`src/rtl/tmds_channel_decoder.sv`:
```
// One TMDS receive channel: finds the 10-bit word boundary from control-token runs,
// then decodes pixel data, display enable and control bits with a fixed 2-clock pipeline.
module tmds_channel_decoder #(
  parameter int LOCK_TOKENS    = 16,
  parameter int SEARCH_TIMEOUT = 2048,
  parameter int LOSS_TIMEOUT   = 4096
) (
  input  logic       hdmi_clk,
  input  logic       reset_n,
  input  logic [9:0] tmds_word,
  output logic [7:0] data_out,
  output logic       de_out,
  output logic [1:0] ctrl_out,
  output logic       locked,
  output logic [3:0] word_offset,
  output logic       token_seen
);

  localparam int RUN_W  = $clog2(LOCK_TOKENS + 1);
  localparam int IDLE_W = $clog2(SEARCH_TIMEOUT + 1);
  localparam int LOSS_W = $clog2(LOSS_TIMEOUT + 1);

  localparam logic [RUN_W-1:0]  RUN_MAX  = RUN_W'(LOCK_TOKENS);
  localparam logic [IDLE_W-1:0] IDLE_MAX = IDLE_W'(SEARCH_TIMEOUT);
  localparam logic [LOSS_W-1:0] LOSS_MAX = LOSS_W'(LOSS_TIMEOUT);
  localparam logic [RUN_W-1:0]  RUN_ONE  = RUN_W'(1);
  localparam logic [IDLE_W-1:0] IDLE_ONE = IDLE_W'(1);
  localparam logic [LOSS_W-1:0] LOSS_ONE = LOSS_W'(1);
  localparam logic [RUN_W-1:0]  RUN_ZERO  = RUN_W'(0);
  localparam logic [IDLE_W-1:0] IDLE_ZERO = IDLE_W'(0);
  localparam logic [LOSS_W-1:0] LOSS_ZERO = LOSS_W'(0);

  typedef enum logic [0:0] {
    ST_SEARCH = 1'b0,
    ST_LOCKED = 1'b1
  } state_t;

  // Returns {is_token, c1, c0} for the four TMDS control tokens.
  function automatic logic [2:0] token_match(input logic [9:0] q);
    logic [2:0] r;
    case (q)
      10'h354: r = 3'b100;
      10'h0AB: r = 3'b101;
      10'h154: r = 3'b110;
      10'h2AB: r = 3'b111;
      default: r = 3'b000;
    endcase
    return r;
  endfunction

  function automatic logic [7:0] tmds_decode(input logic [9:0] q);
    logic [7:0] d;
    logic [7:0] o;
    d = q[9] ? ~q[7:0] : q[7:0];
    o = 8'h00;
    o[0] = d[0];
    for (int i = 1; i < 8; i++) begin
      o[i] = q[8] ? (d[i] ^ d[i-1]) : ~(d[i] ^ d[i-1]);
    end
    return o;
  endfunction

  logic [9:0]        word_r;
  logic [9:0]        win_r;
  logic [19:0]       cat_s;
  logic [9:0]        win_nxt_s;
  logic [2:0]        match_s;
  logic              tok_s;
  logic [1:0]        tok_ctrl_s;
  logic [7:0]        dec_s;
  state_t            state_r;
  logic [RUN_W-1:0]  run_r;
  logic [IDLE_W-1:0] idle_r;
  logic [LOSS_W-1:0] loss_r;
  logic [RUN_W-1:0]  run_inc_s;
  logic [IDLE_W-1:0] idle_inc_s;
  logic [LOSS_W-1:0] loss_inc_s;
  logic              settle_r;
  logic [3:0]        offset_r;
  logic [3:0]        offset_inc_s;
  logic              locked_r;
  logic              lock_nxt_s;
  logic [7:0]        data_r;
  logic              de_r;
  logic [1:0]        ctrl_r;
  logic              token_r;

  // Window extraction: bit 0 of the older word is the earliest, so shifting right
  // by the offset slides the window later into the stream.
  always_comb begin
    cat_s     = {tmds_word, word_r};
    win_nxt_s = 10'h000;
    for (int i = 0; i < 10; i++) begin
      win_nxt_s[i] = cat_s[5'(i) + {1'b0, offset_r}];
    end
  end

  // Token classification, data decode and saturating counter increments.
  always_comb begin
    match_s      = token_match(win_r);
    tok_s        = match_s[2];
    tok_ctrl_s   = match_s[1:0];
    dec_s        = tmds_decode(win_r);
    run_inc_s    = (run_r == RUN_MAX) ? run_r : run_r + RUN_ONE;
    idle_inc_s   = (idle_r == IDLE_MAX) ? idle_r : idle_r + IDLE_ONE;
    loss_inc_s   = (loss_r == LOSS_MAX) ? loss_r : loss_r + LOSS_ONE;
    offset_inc_s = (offset_r == 4'd9) ? 4'd0 : offset_r + 4'd1;
  end

  // Lock state after this edge; output gating follows it so locked and forcing move together.
  always_comb begin
    lock_nxt_s = 1'b0;
    if (state_r == ST_LOCKED) begin
      lock_nxt_s = tok_s || (loss_inc_s != LOSS_MAX);
    end else if (settle_r) begin
      lock_nxt_s = 1'b0;
    end else begin
      lock_nxt_s = tok_s && (run_inc_s == RUN_MAX);
    end
  end

  // Two-stage input pipeline: raw word, then the offset-aligned window.
  always_ff @(posedge hdmi_clk or negedge reset_n) begin
    if (!reset_n) begin
      word_r <= 10'h000;
      win_r  <= 10'h000;
    end else begin
      word_r <= tmds_word;
      win_r  <= win_nxt_s;
    end
  end

  // Alignment FSM: searches offsets on token runs, holds lock until tokens stop.
  always_ff @(posedge hdmi_clk or negedge reset_n) begin
    if (!reset_n) begin
      state_r  <= ST_SEARCH;
      run_r    <= RUN_ZERO;
      idle_r   <= IDLE_ZERO;
      loss_r   <= LOSS_ZERO;
      settle_r <= 1'b0;
      offset_r <= 4'd0;
      locked_r <= 1'b0;
    end else begin
      case (state_r)
        ST_SEARCH: begin
          loss_r <= LOSS_ZERO;
          if (settle_r) begin
            // window still holds a word aligned with the previous offset
            run_r    <= RUN_ZERO;
            idle_r   <= IDLE_ZERO;
            settle_r <= 1'b0;
          end else if (tok_s) begin
            idle_r <= IDLE_ZERO;
            if (run_inc_s == RUN_MAX) begin
              state_r  <= ST_LOCKED;
              locked_r <= 1'b1;
              run_r    <= RUN_ZERO;
            end else begin
              run_r <= run_inc_s;
            end
          end else if (idle_inc_s == IDLE_MAX) begin
            run_r    <= RUN_ZERO;
            idle_r   <= IDLE_ZERO;
            settle_r <= 1'b1;
            offset_r <= offset_inc_s;
          end else begin
            run_r  <= RUN_ZERO;
            idle_r <= idle_inc_s;
          end
        end
        ST_LOCKED: begin
          run_r    <= RUN_ZERO;
          idle_r   <= IDLE_ZERO;
          settle_r <= 1'b0;
          if (tok_s) begin
            loss_r <= LOSS_ZERO;
          end else if (loss_inc_s == LOSS_MAX) begin
            state_r  <= ST_SEARCH;
            locked_r <= 1'b0;
            loss_r   <= LOSS_ZERO;
          end else begin
            loss_r <= loss_inc_s;
          end
        end
        default: begin
          state_r  <= ST_SEARCH;
          run_r    <= RUN_ZERO;
          idle_r   <= IDLE_ZERO;
          loss_r   <= LOSS_ZERO;
          settle_r <= 1'b0;
          locked_r <= 1'b0;
        end
      endcase
    end
  end

  // Output register: decoded data while locked, forced idle otherwise.
  always_ff @(posedge hdmi_clk or negedge reset_n) begin
    if (!reset_n) begin
      data_r  <= 8'h00;
      de_r    <= 1'b0;
      ctrl_r  <= 2'b00;
      token_r <= 1'b0;
    end else begin
      token_r <= tok_s;
      if (!lock_nxt_s) begin
        data_r <= 8'h00;
        de_r   <= 1'b0;
        ctrl_r <= 2'b00;
      end else if (tok_s) begin
        data_r <= 8'h00;
        de_r   <= 1'b0;
        ctrl_r <= tok_ctrl_s;
      end else begin
        data_r <= dec_s;
        de_r   <= 1'b1;
      end
    end
  end

  assign data_out    = data_r;
  assign de_out      = de_r;
  assign ctrl_out    = ctrl_r;
  assign locked      = locked_r;
  assign word_offset = offset_r;
  assign token_seen  = token_r;

endmodule

```
`config.mk`:
```
export PLATFORM = sky130hd
export DESIGN_NAME = tmds_channel_decoder
export DESIGN_NICKNAME = d
export VERILOG_FILES = /design/src/rtl/tmds_channel_decoder.sv
export SDC_FILE = /design/constraint.sdc
export NUM_CORES = 1
export LEC_CHECK = 0
export ABC_CLOCK_PERIOD_IN_PS = 3700
export BUFFER_PORTS_ARGS = -buffer_cell sky130_fd_sc_hd__buf_2
export CORE_ASPECT_RATIO = 0.75
export CORE_MARGIN = 5
export CORE_UTILIZATION = 50
export CTS_BUF_LIST = sky130_fd_sc_hd__clkbuf_16
export CTS_CLUSTER_DIAMETER = 30
export DETAILED_ROUTE_END_ITERATION = 10
export GPL_TIMING_DRIVEN = 1
export PLACE_DENSITY = 0.8
export SLEW_MARGIN = 20
export SYNTH_ARGS = -nofsm -noshare
export SYNTH_HDL_FRONTEND = slang
export SYNTH_SLANG_ARGS = --single-unit
```
`constraint.sdc`:
```
create_clock -name hdmi_clk -period 3.7 [get_ports hdmi_clk]
set_clock_uncertainty 0.15 [all_clocks]
set_input_delay 0.37 -clock hdmi_clk [delete_from_list [all_inputs] [get_ports hdmi_clk]]
set_output_delay 0.37 -clock hdmi_clk [all_outputs]
set_load 0.01 [all_outputs]
```
== After elaboration in Yosys (flattened, before gate mapping) ==
Index checks and enable logic that the tools add are counted.

* Flip-flop bits (word level): 69
* Input port bits: 12
* Output and inout bits: 17
* Word-level logic and storage cells: 144

* Add/subtract/negate cells: 13
* $lt $le $gt $ge: 10
* Eq/ne operators: 18
* Muxes and demuxes: 68
* Bitwise logic cells: 18
* Reduce and logical (&&, ||, !) cells: 4

{| class="wikitable"
|+ Operators by type and width
! kind !! number
|-
| < comparator 5 x 6 -> 1 bit (second input constant) || 9
|-
| 2-to-1 mux 12 bit || 4
|-
| binary-select mux 1 bit (select 5 bit) || 9
|-
| 2-to-1 mux 13 bit || 3
|-
| 2-to-1 mux 1 bit || 34
|-
| == test 13 bit (second input constant) || 2
|-
| case mux 13 bit (2 select lines) || 1
|-
| == test 12 bit (second input constant) || 2
|-
| 2-to-1 mux 8 bit || 3
|-
| case mux 12 bit (2 select lines) || 1
|-
| adder 3 x 4 -> 5 bit (first input constant) || 4
|-
| == test 10 bit (second input constant) || 2
|-
| 2-to-1 mux 5 bit || 4
|-
| adder 13 x 1 -> 13 bit (second input constant) || 1
|-
| != test 13 bit (second input constant) || 1
|-
| adder 12 x 1 -> 12 bit (second input constant) || 1
|-
| case mux 3 bit (4 select lines) || 1
|-
| adder 2 x 4 -> 5 bit (first input constant) || 2
|-
| adder 4 x 4 -> 5 bit (first input constant) || 2
|-
| == test 10 x 8 -> 1 bit (second input constant) || 1
|-
| == test 10 x 9 -> 1 bit (second input constant) || 1
|-
| == test 5 bit (second input constant) || 2
|-
| != test 2 bit (second input constant) || 5
|-
| inverter 1 bit || 10
|-
| 17 further kinds || 26
|}

== Logic depth before layout (Yosys ltp) ==
* Depth after elaboration: 7
* Mapped depth: 11
* Gate-level depth less buffers: 9

== Least setup slack after synthesis ==
Ideal clock, no wire load.

* Path type: register to register
* Start point: reg offset_r[0] (netlist: word_offset[0])
* End point: reg win_r[7]
* Setup time: 0.128 ns
* Arrival: 2.835 ns
* Data required time: 3.422 ns
* Setup slack: 0.586 ns
* Stages on the path, launching flop included: 11
* Buffers on the path: 4
* Period minus slack after synthesis: 3.114 ns
* Cells stage by stage: dfrtp_1 buf_2 buf_2 buf_2 inv_1 ha_1 clkbuf_1 mux4_2 mux4_2 nand2_1 o21ai_0

* Cells in the longest elaborated chain, start to end: 3

{| class="wikitable"
|+ Ends and longest elaborated chain
! item !! line !! source
|-
| start, declared || 79 || <nowiki>logic [3:0] offset_r;</nowiki>
|-
| start signal, assigned || 165 || <nowiki>offset_r <= offset_inc_s;</nowiki>
|-
| adder 3 x 4 -> 5 bit || 94 || <nowiki>win_nxt_s[i] = cat_s[5'(i) + {1'b0, offset_r}];</nowiki>
|-
| binary-select mux 1 bit (select 5 bit) || 94 ||
|-
| 2-to-1 mux 1 bit (not written as such) || 94 ||
|-
| via win_nxt_s[7] || 66 || <nowiki>logic [9:0] win_nxt_s;</nowiki>
|-
| end signal, assigned || 129 || <nowiki>win_r <= win_nxt_s;</nowiki>
|-
| end, declared || 64 || <nowiki>logic [9:0] win_r;</nowiki>
|}

The timed path passes the listed nets, and every way through them passes these cells. The select of a mux whose other input is x is not followed.
A chain may end at the register's enable or synchronous reset.

== Final worst setup path ==
* Start point: reg idle_r[0]
* End point: reg offset_r[2] (netlist: word_offset[2])

* Cells in the longest elaborated chain, start to end: 4
* Elaborated cells on any way between the ends: 5
* Classes of those cells: 1 x add/sub; 2 x eq/ne; 1 x mux; 1 x reduce/logical

{| class="wikitable"
|+ Ends and longest elaborated chain
! item !! line !! source
|-
| start, declared || 73 || <nowiki>logic [IDLE_W-1:0] idle_r;</nowiki>
|-
| start signal, assigned || 168 || <nowiki>idle_r <= idle_inc_s;</nowiki>
|-
| adder 12 x 1 -> 12 bit or == test 12 bit (tied branches) || 105 || <nowiki>idle_inc_s = (idle_r == IDLE_MAX) ? idle_r : idle_r + IDLE_ONE;</nowiki>
|-
| 2-to-1 mux 12 bit * || 105 ||
|-
| == test 12 bit * || 161 || <nowiki>end else if (idle_inc_s == IDLE_MAX) begin</nowiki>
|-
| AND reduction 4 bit (no line) * || n/a ||
|}

Mark *: on every way between the ends. The rest lies on a longest branch, timed or not.

==> key figures <==
Finish
  – Area growth syn-to-layout: 12.08%
  – Final Cell Area: 4750 µm²
  – Most frequent cells in the layout: 69 x dfrtp_1, 47 x nor2_1, 34 x nand2_1
  – Layout Nets: 460
  – Layout Cells excl Fill: 544
  – Share of layout cells above drive strength 1: 17.89%
  – Commonest non-fill, non-tap cell in the layout: dfrtp_1
  – Final Util: 56.91%
  – Diodes inserted: 0

Die
  – Die X: 116.3 µm
  – Number of cell rows: 29
  – Initial core utilization: 50.78%
  – Core box area: 8346 µm²
  – Die Footprint: 10,440 µm²
  – Ports: 29
  – Die Y-Extent: 89.73 µm

CTS
  – TritonCTS Buffers: 9
  – CTS H-tree lvls: 3
  – Post-CTS Setup Bufs: 0
  – Max clock buf depth: 2
  – Post_cts resized: 0
  – Clock sink total: 69
  – Clock latency on the worst-skew pair: 0.34 ns
  – Clk slew on worst S/H paths: 0.06 ns
  – CTS tree: done
  – CTS Root Cell: clkbuf_16

Drt
  – Drt first pass iters: 5
  – # DRC: 0
  – Vias/cell: 6.004
  – Iteration-0 DRC Markers: 351
  – Wire per inst: 17.79 µm
  – Post-Route WL: 9676 µm
  – Vias: 3,266
  – Antenna-violating nets left: 0

STA
  – RSZ-0062 raised after global routing: no
  – Relative slew margins: 59.45%
  – Fin crit period: 2.937 ns
  – Slew @ Worst Pin: 0.5929 ns
  – Final hold viol count: 0
  – Period utilisation layout: 79.37%
  – Setup TNS Final: 0 ns
  – Final setup fails: 0
  – Fmax: 0.3405 GHz
  – Fin. max-slew vios: 0

Synth
  – Seq/Total Area, Yosys: 40.74%
  – Yosys top cell area share: 40.74%
  – Syn Nets: 435
  – Synth warn: 0
  – Top_reg_cell synth: dfrtp_1
  – Area contributors post-synth: dfrtp_1 41%, mux4_2 13%, xnor2_1 6.8%
  – Cell area after synthesis: 4238 µm²
  – Number of synthesized flops with an enable pin: 0
  – Cell taking the most area after synthesis: dfrtp_1
  – Yosys reg bits: 69
  – Post-synth cell types: 53
  – Syn Area/Cell: 10.44 µm²
  – Synthesized instance count: 406
  – Ys async rst share: 100.0%

Power
  – Clock network power share: 41.8%
  – Peak supply drop: 194.1 µV
  – Seq pwr share: 45.0%
  – Sw frac: 27.07%
  – P_leak: 2.023 nW
  – Psw: 0.0005337 W
  – Cell Int Power: 0.001438 W
  – Comb pwr share: 13.2%
  – P per Cell Area: 415.1 nW/µm²

Outcome
  – Status: complete, no violations

Min path
  – Hold Path Class: in -> reg

Critical path
  – Worst Setup Path Type: reg -> reg
  – Arr. time, crit path: 3.01 ns
  – Startpoint class of the critical path: register
  – Crit end category: register
  – Buffers and inverters on the worst path: 0
  – Crit path largest cell delay: 0.56 ns
  – Cells along the critical path: ha_1, and3_1, xnor2_1, a41oi_1, a2111oi_0, and3b_1, a21oi_1, a41o_1
  – Worst Path Max Fanout: 9
  – Crit-path leading delay family: compound AO/OA/AOI/OAI gates
  – Reg2reg setup slack: 0.76 ns
  – Worst Path Required: 3.77 ns
  – Critical Path Slowest Stage Cell: a2111oi_0

Global route
  – Largest net degree at the start of global routing: 50
  – Grt ovf: 0
  – Total GRT Usage: 19.51%
  – Vias in the first global route: 3,309
  – First-pass GRT wire length: 16,270 µm
  – Initial antenna violation count: 0

Placement
  – Port Buffer Count: 28
  – GP Congestion: 0.9585
  – DPL Wire Length: 6791 µm
  – DP Area: 4454 µm²
  – Placed cell count: 527

Run
  – Max Cap Viol: 0
==> final timing paths <==
check                                         start                    endpoint  cells past startpoint
max in group asynchronous                   reset_n       data_out[5]$_DFF_PN0_                      3
worst min register to register   locked$_DFFE_PN0P_          locked$_DFFE_PN0P_                      2
worst max-delay path            idle_r[0]$_DFF_PN0_  word_offset[2]$_DFFE_PN0P_                      8
worst min-delay path                   tmds_word[1]         word_r[1]$_DFF_PN0_                      1
min in group asynchronous                   reset_n        loss_r[10]$_DFF_PN0_                      2
worst max register to register  idle_r[0]$_DFF_PN0_  word_offset[2]$_DFFE_PN0P_                      8
==> cells by family (layout without fill, tap and decap cells) <==
group / after synthesis / in the layout / synth area share [%]
flops: 69 / 69 / 40.74
mux: 29 / 29 / 13.99
xor+xnor: 49 / 49 / 10.13
buf+inv: 38 / 68 / 3.779
fa+ha+maj: 17 / 17 / 5.019
compound gates: 48 / 48 / 7.204
simple gates: 156 / 156 / 19.13
==> sequential cells by signal (all words and copies together), names as in the netlist, 2 cells and up <==
name         count
data_out         8
word_offset      4
ctrl_out         2
win_r           10
loss_r          13
run_r            5
word_r          10
idle_r          12
==> power groups by stage <==
| stage | logic [W] | clock network (W) | registers (W) |
|---|---|---|---|
| global route | 0.000290 | 0.000864 | 0.000899 |
| global placement | 0.000242 | 0 | 0.000891 |
| CTS | 0.000259 | 0.000840 | 0.000885 |
| floorplan | 0.000225 | 0 | 0.000850 |
| finish | 0.000260 | 0.000824 | 0.000888 |
| detailed placement | 0.000254 | 0 | 0.000895 |
==> Yosys cell counts, drive strengths merged, types with 10 or more instances <==
library cell / n
o21ai: 10
xor2: 16
ha: 17
nor2: 47
nand3: 22
a21oi: 14
clkbuf: 12
mux4: 24
nand2: 35
dfrtp: 69
xnor2: 33
inv: 19
==> worst reg2reg max path, delay by kind of cell, from the launching register on <==
kind                     cells  cell delay, ns
flip-flops                   1            0.44
adder cells (fa/ha/maj)      1            0.27
XOR/XNOR                     1            0.24
AO/OA/AOI/OAI                4            1.03
AND/OR/NAND/NOR              2            0.70
==> timing repair <==
action,4_1_cts,5_1_grt
endpoints found under the hold margin,0,47
hold buffers,0,1
endpoints found under the setup margin,0,0
==> area by class of cell <==
cell class | instances | area (µm²)
multi-input cells | 299 | 2351
clock buffers | 9 | 225.2
inverters | 19 | 71.32
clock inverters | 7 | 57.56
fillers | 700 | 3596
well taps | 108 | 135.1
repair buffers | 33 | 182.7
flip-flops and latches | 69 | 1727
==> per-stage QoR <==
step | setup WS (ns) | power, W | hold slack (ns)
2_1_floorplan | 0.5865 | 0.001075 | -0.07559
3_3_place_gp | 1.050 | 0.001133 | 0.3483
3_5_place_dp | 0.9213 | 0.001149 | 0.3473
4_1_cts | 0.8140 | 0.001984 | 0.04146
5_1_grt | 0.6593 | 0.002054 | 0.05064
6_report | 0.7632 | 0.001971 | 0.05499
==> per-layer routing <==
| layer | up-vias | wire [µm] | part of all wire [%] | track usage [%] |
|---|---|---|---|---|
| li1 | 1496 | - | - | - |
| met1 | 1592 | 4036 | 42 | 26.12 |
| met2 | 141 | 4535 | 47 | 29.05 |
| met3 | 37 | 735 | 7.6 | 5.772 |
| met4 | 0 | 369 | 3.8 | 8.986 |
| met5 | - | 0 | 0 | 0 |
Note: power is estimated with default switching activity, not from simulation.
